File: src/rtl/hazard_forward_unit_pkg.sv
// ---------------------------------------------------------------------------
// hazard_forward_unit_pkg
//
// Shared definitions for the hazard/forwarding unit and the EX-stage operand
// muxes it steers. The select encoding lives here so the unit and the mux
// instantiation agree on it by construction.
//
// Contents:
//   REG_W_DEFAULT  default register-address width (5 -> 32 registers)
//   CNT_W_DEFAULT  default load-use stall counter width
//   fwd_sel_e      4-way EX operand mux select codes (2'b11 is never driven)
//   OPER_A/OPER_B  operand indices used by the per-operand comparator array
// ---------------------------------------------------------------------------
package hazard_forward_unit_pkg;

    localparam int REG_W_DEFAULT = 5;
    localparam int CNT_W_DEFAULT = 16;

    // Operand mux select codes. 2'b11 is reserved for a future source.
    typedef enum logic [1:0] {
        FWD_RF    = 2'b00,  // value read from the register file in ID
        FWD_EXMEM = 2'b01,  // result held in the EX/MEM pipeline register
        FWD_MEMWB = 2'b10   // result held in the MEM/WB pipeline register
    } fwd_sel_e;

    // Two EX operands: A is fed from rs, B from rt.
    localparam int NUM_OPERANDS = 2;
    localparam int OPER_A       = 0;
    localparam int OPER_B       = 1;

endpackage : hazard_forward_unit_pkg

File: src/rtl/hazard_forward_unit_fwd_compare.sv
// ---------------------------------------------------------------------------
// fwd_compare
//
// Forwarding decision for a single EX operand. Compares the operand's source
// register against the destinations of the instructions currently in MEM and
// WB and picks the youngest producer. Purely combinational.
//
// Ports:
//   src_i            source register of the operand for the instruction in EX
//   uses_i           EX instruction actually reads this operand
//   mem_dest_i       destination register of the instruction in MEM
//   mem_reg_write_i  instruction in MEM writes a register
//   wb_dest_i        destination register of the instruction in WB
//   wb_reg_write_i   instruction in WB writes a register
//   sel_o            operand mux select (FWD_RF / FWD_EXMEM / FWD_MEMWB)
// ---------------------------------------------------------------------------
module fwd_compare
    import hazard_forward_unit_pkg::*;
#(
    parameter int REG_W = REG_W_DEFAULT
) (
    input  logic [REG_W-1:0] src_i,
    input  logic             uses_i,
    input  logic [REG_W-1:0] mem_dest_i,
    input  logic             mem_reg_write_i,
    input  logic [REG_W-1:0] wb_dest_i,
    input  logic             wb_reg_write_i,
    output fwd_sel_e         sel_o
);

    logic mem_hit;
    logic wb_hit;

    // Register 0 is hard-wired to zero, so a "write" to it must never be
    // forwarded even though the producer asserts reg_write.
    assign mem_hit = uses_i && mem_reg_write_i &&
                     (mem_dest_i != '0) && (mem_dest_i == src_i);
    assign wb_hit  = uses_i && wb_reg_write_i &&
                     (wb_dest_i != '0) && (wb_dest_i == src_i);

    // MEM holds the younger of the two producers, so it wins when both match.
    always_comb begin
        sel_o = FWD_RF;
        if (mem_hit) begin
            sel_o = FWD_EXMEM;
        end else if (wb_hit) begin
            sel_o = FWD_MEMWB;
        end
    end

endmodule : fwd_compare

File: src/rtl/hazard_forward_unit.sv
// ---------------------------------------------------------------------------
// hazard_forward_unit
//
// Data-hazard forwarding and load-use / branch hazard control for a classic
// five-stage pipeline. The unit keeps its own shadow copy of the hazard-
// relevant fields of the instructions in EX, MEM and WB, fed from the ID
// stage fields each cycle, so it needs no taps into the datapath registers.
//
// Ports:
//   clk, reset                 single clock, synchronous active-high reset
//   id_rs, id_rt               source registers of the instruction in ID
//   id_uses_rs, id_uses_rt     ID instruction reads rs / rt
//   id_dest                    destination register of the ID instruction
//   id_reg_write, id_mem_read  ID instruction writes a register / is a load
//   ex_branch_taken            branch resolved taken in EX this cycle
//   fwd_a_sel, fwd_b_sel       EX operand A / B mux selects (zero latency)
//   stall_if_id                hold PC and IF/ID this cycle
//   flush_if_id                zero IF/ID at the next edge
//   flush_id_ex                load a bubble into ID/EX at the next edge
//   stall_count                saturating count of load-use stall cycles
// ---------------------------------------------------------------------------
module hazard_forward_unit
    import hazard_forward_unit_pkg::*;
#(
    parameter int REG_W = REG_W_DEFAULT,
    parameter int CNT_W = CNT_W_DEFAULT
) (
    input  logic             clk,
    input  logic             reset,

    input  logic [REG_W-1:0] id_rs,
    input  logic [REG_W-1:0] id_rt,
    input  logic             id_uses_rs,
    input  logic             id_uses_rt,
    input  logic [REG_W-1:0] id_dest,
    input  logic             id_reg_write,
    input  logic             id_mem_read,
    input  logic             ex_branch_taken,

    output logic [1:0]       fwd_a_sel,
    output logic [1:0]       fwd_b_sel,
    output logic             stall_if_id,
    output logic             flush_if_id,
    output logic             flush_id_ex,
    output logic [CNT_W-1:0] stall_count
);

    // -----------------------------------------------------------------------
    // Shadow pipeline state
    // -----------------------------------------------------------------------
    // EX stage: everything needed for operand forwarding and load-use checks.
    logic [REG_W-1:0] ex_rs_q,        ex_rs_d;
    logic [REG_W-1:0] ex_rt_q,        ex_rt_d;
    logic             ex_uses_rs_q,   ex_uses_rs_d;
    logic             ex_uses_rt_q,   ex_uses_rt_d;
    logic [REG_W-1:0] ex_dest_q,      ex_dest_d;
    logic             ex_reg_write_q, ex_reg_write_d;
    logic             ex_mem_read_q,  ex_mem_read_d;

    // MEM and WB stages only matter as producers.
    logic [REG_W-1:0] mem_dest_q,      mem_dest_d;
    logic             mem_reg_write_q, mem_reg_write_d;
    logic [REG_W-1:0] wb_dest_q,       wb_dest_d;
    logic             wb_reg_write_q,  wb_reg_write_d;

    logic [CNT_W-1:0] stall_count_q,   stall_count_d;

    // -----------------------------------------------------------------------
    // Hazard detection
    // -----------------------------------------------------------------------
    logic ex_load_nz;
    logic rs_load_hit;
    logic rt_load_hit;
    logic load_use;

    // A load into r0 produces nothing a consumer can depend on.
    assign ex_load_nz  = ex_mem_read_q && (ex_dest_q != '0);
    assign rs_load_hit = id_uses_rs && (id_rs == ex_dest_q);
    assign rt_load_hit = id_uses_rt && (id_rt == ex_dest_q);
    assign load_use    = ex_load_nz && (rs_load_hit || rt_load_hit);

    // A taken branch squashes the dependent instruction in ID anyway, so the
    // stall is pointless and suppressed; the bubble into EX happens either way.
    assign stall_if_id = load_use && !ex_branch_taken;
    assign flush_if_id = ex_branch_taken;
    assign flush_id_ex = load_use || ex_branch_taken;

    // -----------------------------------------------------------------------
    // Operand forwarding: one comparator per EX operand
    // -----------------------------------------------------------------------
    logic [REG_W-1:0] ex_src  [NUM_OPERANDS];
    logic             ex_uses [NUM_OPERANDS];
    fwd_sel_e         fwd_sel [NUM_OPERANDS];

    assign ex_src[OPER_A]  = ex_rs_q;
    assign ex_src[OPER_B]  = ex_rt_q;
    assign ex_uses[OPER_A] = ex_uses_rs_q;
    assign ex_uses[OPER_B] = ex_uses_rt_q;

    generate
        for (genvar gi = 0; gi < NUM_OPERANDS; gi++) begin : g_fwd
            fwd_compare #(
                .REG_W (REG_W)
            ) u_fwd_compare (
                .src_i           (ex_src[gi]),
                .uses_i          (ex_uses[gi]),
                .mem_dest_i      (mem_dest_q),
                .mem_reg_write_i (mem_reg_write_q),
                .wb_dest_i       (wb_dest_q),
                .wb_reg_write_i  (wb_reg_write_q),
                .sel_o           (fwd_sel[gi])
            );
        end
    endgenerate

    assign fwd_a_sel   = fwd_sel[OPER_A];
    assign fwd_b_sel   = fwd_sel[OPER_B];
    assign stall_count = stall_count_q;

    // -----------------------------------------------------------------------
    // Next-state logic
    // -----------------------------------------------------------------------
    always_comb begin
        // ID -> EX, replaced by an all-zero bubble when ID/EX is flushed.
        // During a stall the front end holds IF/ID, so the same ID fields are
        // presented again next cycle and enter EX behind the bubble.
        ex_rs_d        = id_rs;
        ex_rt_d        = id_rt;
        ex_uses_rs_d   = id_uses_rs;
        ex_uses_rt_d   = id_uses_rt;
        ex_dest_d      = id_dest;
        ex_reg_write_d = id_reg_write;
        ex_mem_read_d  = id_mem_read;
        if (flush_id_ex) begin
            ex_rs_d        = '0;
            ex_rt_d        = '0;
            ex_uses_rs_d   = 1'b0;
            ex_uses_rt_d   = 1'b0;
            ex_dest_d      = '0;
            ex_reg_write_d = 1'b0;
            ex_mem_read_d  = 1'b0;
        end

        // EX -> MEM -> WB always advance; the back end never stalls.
        mem_dest_d      = ex_dest_q;
        mem_reg_write_d = ex_reg_write_q;
        wb_dest_d       = mem_dest_q;
        wb_reg_write_d  = mem_reg_write_q;

        // Count only stalls that actually happen (not branch-cancelled ones),
        // holding at all-ones rather than wrapping.
        stall_count_d = stall_count_q;
        if (stall_if_id && (stall_count_q != '1)) begin
            stall_count_d = stall_count_q + CNT_W'(1);
        end
    end

    // -----------------------------------------------------------------------
    // State registers. Clearing EX on reset also cancels any stall in
    // progress, since load_use depends only on EX state.
    // -----------------------------------------------------------------------
    always_ff @(posedge clk) begin
        if (reset) begin
            ex_rs_q         <= '0;
            ex_rt_q         <= '0;
            ex_uses_rs_q    <= 1'b0;
            ex_uses_rt_q    <= 1'b0;
            ex_dest_q       <= '0;
            ex_reg_write_q  <= 1'b0;
            ex_mem_read_q   <= 1'b0;
            mem_dest_q      <= '0;
            mem_reg_write_q <= 1'b0;
            wb_dest_q       <= '0;
            wb_reg_write_q  <= 1'b0;
            stall_count_q   <= '0;
        end else begin
            ex_rs_q         <= ex_rs_d;
            ex_rt_q         <= ex_rt_d;
            ex_uses_rs_q    <= ex_uses_rs_d;
            ex_uses_rt_q    <= ex_uses_rt_d;
            ex_dest_q       <= ex_dest_d;
            ex_reg_write_q  <= ex_reg_write_d;
            ex_mem_read_q   <= ex_mem_read_d;
            mem_dest_q      <= mem_dest_d;
            mem_reg_write_q <= mem_reg_write_d;
            wb_dest_q       <= wb_dest_d;
            wb_reg_write_q  <= wb_reg_write_d;
            stall_count_q   <= stall_count_d;
        end
    end

endmodule : hazard_forward_unit

File: config.mk
export PLATFORM = sky130hd
export DESIGN_NAME = hazard_forward_unit
export DESIGN_NICKNAME = d
export VERILOG_FILES = /design/src/rtl/hazard_forward_unit_pkg.sv /design/src/rtl/hazard_forward_unit_fwd_compare.sv /design/src/rtl/hazard_forward_unit.sv
export SDC_FILE = /design/constraint.sdc
export NUM_CORES = 1
export LEC_CHECK = 0
export CAP_MARGIN = 5
export CORE_MARGIN = 10
export CORE_UTILIZATION = 40
export DETAILED_ROUTE_END_ITERATION = 8
export PLACE_DENSITY = 0.67
export SLEW_MARGIN = 20
export SYNTH_ARGS = -nofsm -noshare
export SYNTH_HDL_FRONTEND = slang
export SYNTH_HIERARCHICAL = 1
export SYNTH_SLANG_ARGS = --single-unit
export TNS_END_PERCENT = 50
File: constraint.sdc
create_clock -name clk -period 2.35 [get_ports clk]
set_clock_uncertainty 0.15 [all_clocks]
set_input_delay 0.47 -clock clk [delete_from_list [all_inputs] [get_ports clk]]
set_output_delay 0.47 -clock clk [all_outputs]
set_load 0.02 [all_outputs]
-- Word-level counts from Yosys, hierarchy flattened
Index checks and enable logic that the tools add are counted.
- register bits: 47
- output and inout port bits: 23
- add/sub/neg operators: 1
- equal/unequal tests: 7
- multiplexer cells: 4
- reduce and logical (&&, ||, !) cells: 25
- operators by type and width (operator ; count):
    $eq A5 B5 Y1 ; 6
    $logic_and A1 B1 Y1 ; 18
    $add A16 B1 Y16 const B ; 1
    $ne A16 B16 Y1 const B ; 1
    $reduce_bool A5 Y1 ; 3
    $mux W2 ; 4
    $logic_or A1 B1 Y1 ; 2
    $reduce_or A2 Y1 ; 1
    $logic_not A1 Y1 ; 1

-- Longest topological paths before layout
- depth in word-level cells: 6
- depth in mapped cells: 7

-- Hierarchy
Netlist, hierarchy kept.
- modules (own cells, without submodules) (module ; times used ; cells an instance ; area each (µm²) ; sequential area each (µm²)):
    hazard_forward_unit ; 1 ; 195 ; 1898.1 ; 940.9
    fwd_compare ; 2 ; 20 ; 165.2 ; 0.0

-- Worst setup path before layout
No wires, ideal clock.
- path kind: input -> output
- from: in id_rs[4]
- to: out flush_id_ex
- arrival: 1.866 ns
- required time: 1.730 ns
- path slack: -0.136 ns
- stages: 6
- path buffers: 2
- cells stage by stage: xor2_1 > nor4_2 > a32oi_1 > buf_2 > buf_2 > o21ai_0
- cells in the longest elaborated chain, start to end: 5
- ends and longest elaborated chain (what ; line ; source):
    start, declared ; hazard_forward_unit.sv:31 ; input logic [REG_W-1:0] id_rs,
    $eq A5 B5 Y1 ; hazard_forward_unit.sv:78 ; assign rs_load_hit = id_uses_rs && (id_rs == ex_dest_q);
    $logic_and A1 B1 Y1 ; hazard_forward_unit.sv:78 ;
    $logic_or A1 B1 Y1 ; hazard_forward_unit.sv:80 ; assign load_use = ex_load_nz && (rs_load_hit || rt_load_hit);
    $logic_and A1 B1 Y1 ; hazard_forward_unit.sv:80 ;
    $logic_or A1 B1 Y1 ; hazard_forward_unit.sv:86 ; assign flush_id_ex = load_use || ex_branch_taken;
    end, declared ; hazard_forward_unit.sv:44 ; output logic flush_id_ex,
No other way between the ends.

-- Worst setup path in the final report
- from: reg mem_dest_q[2]
- to: out fwd_a_sel[1]
- cells in the longest elaborated chain, start to end: 4
- elaborated cells between the ends (all ways): 5
- those cells by class: eq/ne (1); mux (1); reduce/logical (3)
- ends and longest elaborated chain (what ; line ; source):
    start, declared ; hazard_forward_unit.sv:61 ; logic [REG_W-1:0] mem_dest_q, mem_dest_d;
    start signal, assigned ; hazard_forward_unit.sv:184 ; mem_dest_q <= mem_dest_d;
    $reduce_bool A5 Y1 ; hazard_forward_unit_fwd_compare.sv:37 ; (mem_dest_i != '0) && (mem_dest_i == src_i);
    $logic_and A1 B1 Y1 ; hazard_forward_unit_fwd_compare.sv:36 ; assign mem_hit = uses_i && mem_reg_write_i &&
    $logic_and A1 B1 Y1 (*) ; hazard_forward_unit_fwd_compare.sv:37 ;
    $mux W2 (*) ; hazard_forward_unit_fwd_compare.sv:44 ; if (mem_hit) begin
    end, declared ; hazard_forward_unit.sv:40 ; output logic [1:0] fwd_a_sel,
Every way passes the cells marked *; elsewhere a longest branch is shown, timed or not.

==> reports/metrics.cfg <==
[drt]
via_count=1876
first_pass_iters=4
wl_mm=5.451
drtAntennaViolNets=0
routedWlPerCell_um=14.65
vias_per_cell=5.043
drt-initial-drc-count=150
drt_drc_violations_left=0

[worst_setup_path]
slowest_stage=a2111oi_2
cp_data_required_time_ps=1730
worstReg2RegEnd=stall_count[5]
cp_max_fo=5
start_kind=flip-flop
arrival_ps=1740
cp_top_family=compound AO/OA/AOI/OAI gates
r2r_start=ex_dest_q[0]
critical_path_buf_inv_count=1
rr_worst_depth=6
crit_type=reg2out
crit_path_end_kind=output pin
critPathLaunch=mem_dest_q[2]
cp_cell_sequence=o41ai_2, a2111oi_2, nor3_2, clkdlybuf4s15_1
cp_slowest_stage_delay_ps=510
r2r_setup_slack_ps=120

[layout]
seqCellArea_um2=948.4
postLayoutCellArea_um2=3044
nets=322
area_growth_pct=36.61
multiInputGateArea_um2=1251
drive_above_1_share=0.2067
fill_cells=527
diodes=0

[timing]
worst_slew_pin_slew_ps=459.7
setup_ws_ps=-5.229
finalSetupTns_ps=-5.229
rsz0062_at_grt=true
max_slew_margin=0.6929
timing.fmax_mhz=424.6
hold_violations=0
final.period_utilization=1.002
finalCriticalPeriod_ps=2355
slew_viol_final=0
setup-violations-final=1

[clocking]
post-cts-setup-buffer-count=0
clk_pin_slew_ps=90
htreeDepth=2
cts_tree=done
cts_buffers=5
insertion_delay_ps=290
clockBufferDepth=2
cts.sinks=47
root_buffer=clkbuf_8

[pwr]
switching_share=0.2277
p_switching_uw=359.8
p_clk_frac=0.369
combPwrFrac=0.103
powerDensity_nw_per_um2=519.0
leakagePower_uw=0.001126
internal_power_uw=1220
seqPwrFrac=0.528
ir_worst_vdd_mv=0.3181

[synth]
synthCells=235
synth_fp_nets=258
ys_types=46
seq_area_frac_synth=0.4222
syn_area_um2=2228
synth_edf_count=0
yosys_warnings=6
synth_top_flop_cell=dfxtp_1
synth_area_per_cell_um2=9.482
synthArstFlopShare=0
ys_ff_latch=47

[global_routing]
grt_pass1_vias=1854
grt_first_pass_wirelength_mm=8.976
grtUsageMet2=0.2134
top_usage_layer=met2
overflow=0
antenna_found_initial=0
grt_use_met3=0.02934
met1_usage=0.1454
track_usage=0.1232
grt_max_degree=30

[hold_path]
hold_depth=2
min_to=ex_rs_q[1]
min_from=id_rs[1]
hold_path_class=in2reg

[die]
initial_core_util=0.4072
core_um2=5473
pin_count=45
die_y_um=94.64
die_width_um=94.64
dieArea_um2=8957
placementRows=27

[placement]
place_ws_ps=-707.2
numPortBuffers=44
place_congestion=0.8231
place_area_um2=2900
hpwl_mm=4.171

[job]
drv_cap=0

[outcome]
violations=negative setup slack
outcome=finished with violations

-- final cells by class --
class / instances / share of cell area
Timing Repair Buffer: 68 / 0.1985
Inverter: 10 / 0.01233
Multi-Input combinational cell: 167 / 0.4110
Sequential cell: 47 / 0.3115
Clock buffer: 5 / 0.02261
Tap cell: 72 / 0.02959
Clock inverter: 3 / 0.01439
-- worst max-delay path by stage --
| stage | slack [ps] | end | depth (start not counted) |
|---|---|---|---|
| floorplan | -130 | stall_if_id | 6 |
| global placement | -650 | stall_if_id | 6 |
| detailed placement | -710 | stall_if_id | 6 |
| CTS | -0.02 | stall_if_id | 6 |
| global route | -80 | stall_if_id | 5 |
| finish | -5 | fwd_a_sel[1] | 4 |
-- cell usage after synthesis, drive strengths merged (6+ instances only) --
| master | count | area, um2 |
|---|---|---|
| inv | 10 | 37.54 |
| a21oi | 8 | 43.79 |
| buf | 6 | 40.04 |
| nand3 | 10 | 50.05 |
| and2 | 20 | 125.1 |
| or4 | 7 | 56.30 |
| nor4 | 8 | 56.30 |
| o21ai | 6 | 41.29 |
| nand2 | 11 | 41.29 |
| xnor2 | 16 | 140.1 |
| nor2b | 15 | 93.84 |
| dfxtp | 47 | 940.9 |
| nor2 | 10 | 37.54 |
| xor2 | 10 | 87.58 |
-- power by group through the flow --
stage	clock network, uW	logic (uW)	registers (uW)
2_1_floorplan	0	80.4	846
3_3_place_gp	0	158	851
3_5_place_dp	0	161	851
4_1_cts	597	161	834
5_1_grt	623	179	837
6_report	583	163	834
-- per-layer routing --
layer,up-vias,share of wire
li1,956,-
met1,880,0.44
met2,35,0.50
met3,5,0.042
met4,0,0.013
met5,-,0
-- state kept, by name (all words and copies together), names as in the netlist --
register	count
stall_count	16
ex_dest_q	5
ex_rs_q	5
ex_rt_q	5
mem_dest_q	5
wb_dest_q	5
ex_mem_read_q	1
ex_reg_write_q	1
ex_uses_rs_q	1
ex_uses_rt_q	1
mem_reg_write_q	1
wb_reg_write_q	1
-- stage by stage --
step / hold WS [ps] / utilization / std cells / total power, uW
finish: 276.6 / 0.5562 / 372 / 1580
global route: 281.6 / 0.5562 / 372 / 1639
CTS: 323.0 / 0.5537 / 372 / 1591
floorplan: 263.8 / - / 235 / 926.8
detailed placement: 315.8 / 0.5300 / 364 / 1012
global placement: 311.9 / 0.5300 / 364 / 1009
-- cells in the final DEF, fill, tap and decap left out, types with 2 or more instances in the layout --
cell type / synthesis / layout
nand3_1: 10 / 10
o31a_1: 2 / 2
nor2b_1: 15 / 15
mux2_1: 3 / 3
clkdlybuf4s50_1: 0 / 29
clkdlybuf4s15_1: 0 / 2
o21ai_0: 5 / 4
o2111ai_1: 2 / 2
dlygate4sd2_1: 0 / 6
a21oi_1: 7 / 7
dfxtp_1: 47 / 41
or4_1: 6 / 6
xnor2_1: 16 / 16
o31ai_1: 5 / 5
nor4_2: 1 / 2
xor2_1: 10 / 7
nand2_1: 11 / 11
clkbuf_8: 0 / 5
o211ai_1: 3 / 3
xor2_2: 0 / 3
o21a_1: 2 / 2
nor3_2: 2 / 2
or3_1: 2 / 2
dfxtp_2: 0 / 6
nor2_1: 10 / 10
nand4_1: 4 / 4
clkbuf_2: 0 / 3
nor3_1: 3 / 3
and2_1: 20 / 20
nor4_1: 7 / 6
buf_4: 4 / 24
inv_1: 10 / 10
-- cell families (layout without fill, tap and decap cells) --
group                    count (synthesis)  in the layout  share of synthesized area
AO/OA/AOI/OAI                           39             39                     0.1454
flip-flops                              47             47                     0.4222
multiplexers                             4              4                    0.02021
XOR/XNOR                                26             26                     0.1022
adder cells (fa/ha/maj)                  1              1                   0.005614
AND/OR/NAND/NOR                         97             97                     0.2611
buffers and inverters                   21             86                    0.04324
-- timing repair --
action / in CTS / in global routing
endpoints found under the setup margin: 34 / 11
hold buffers: 0 / 0
resized for setup: 35 / 10
pin swaps: 5 / 4
No activity file was read; power rests on OpenSTA's default activity.
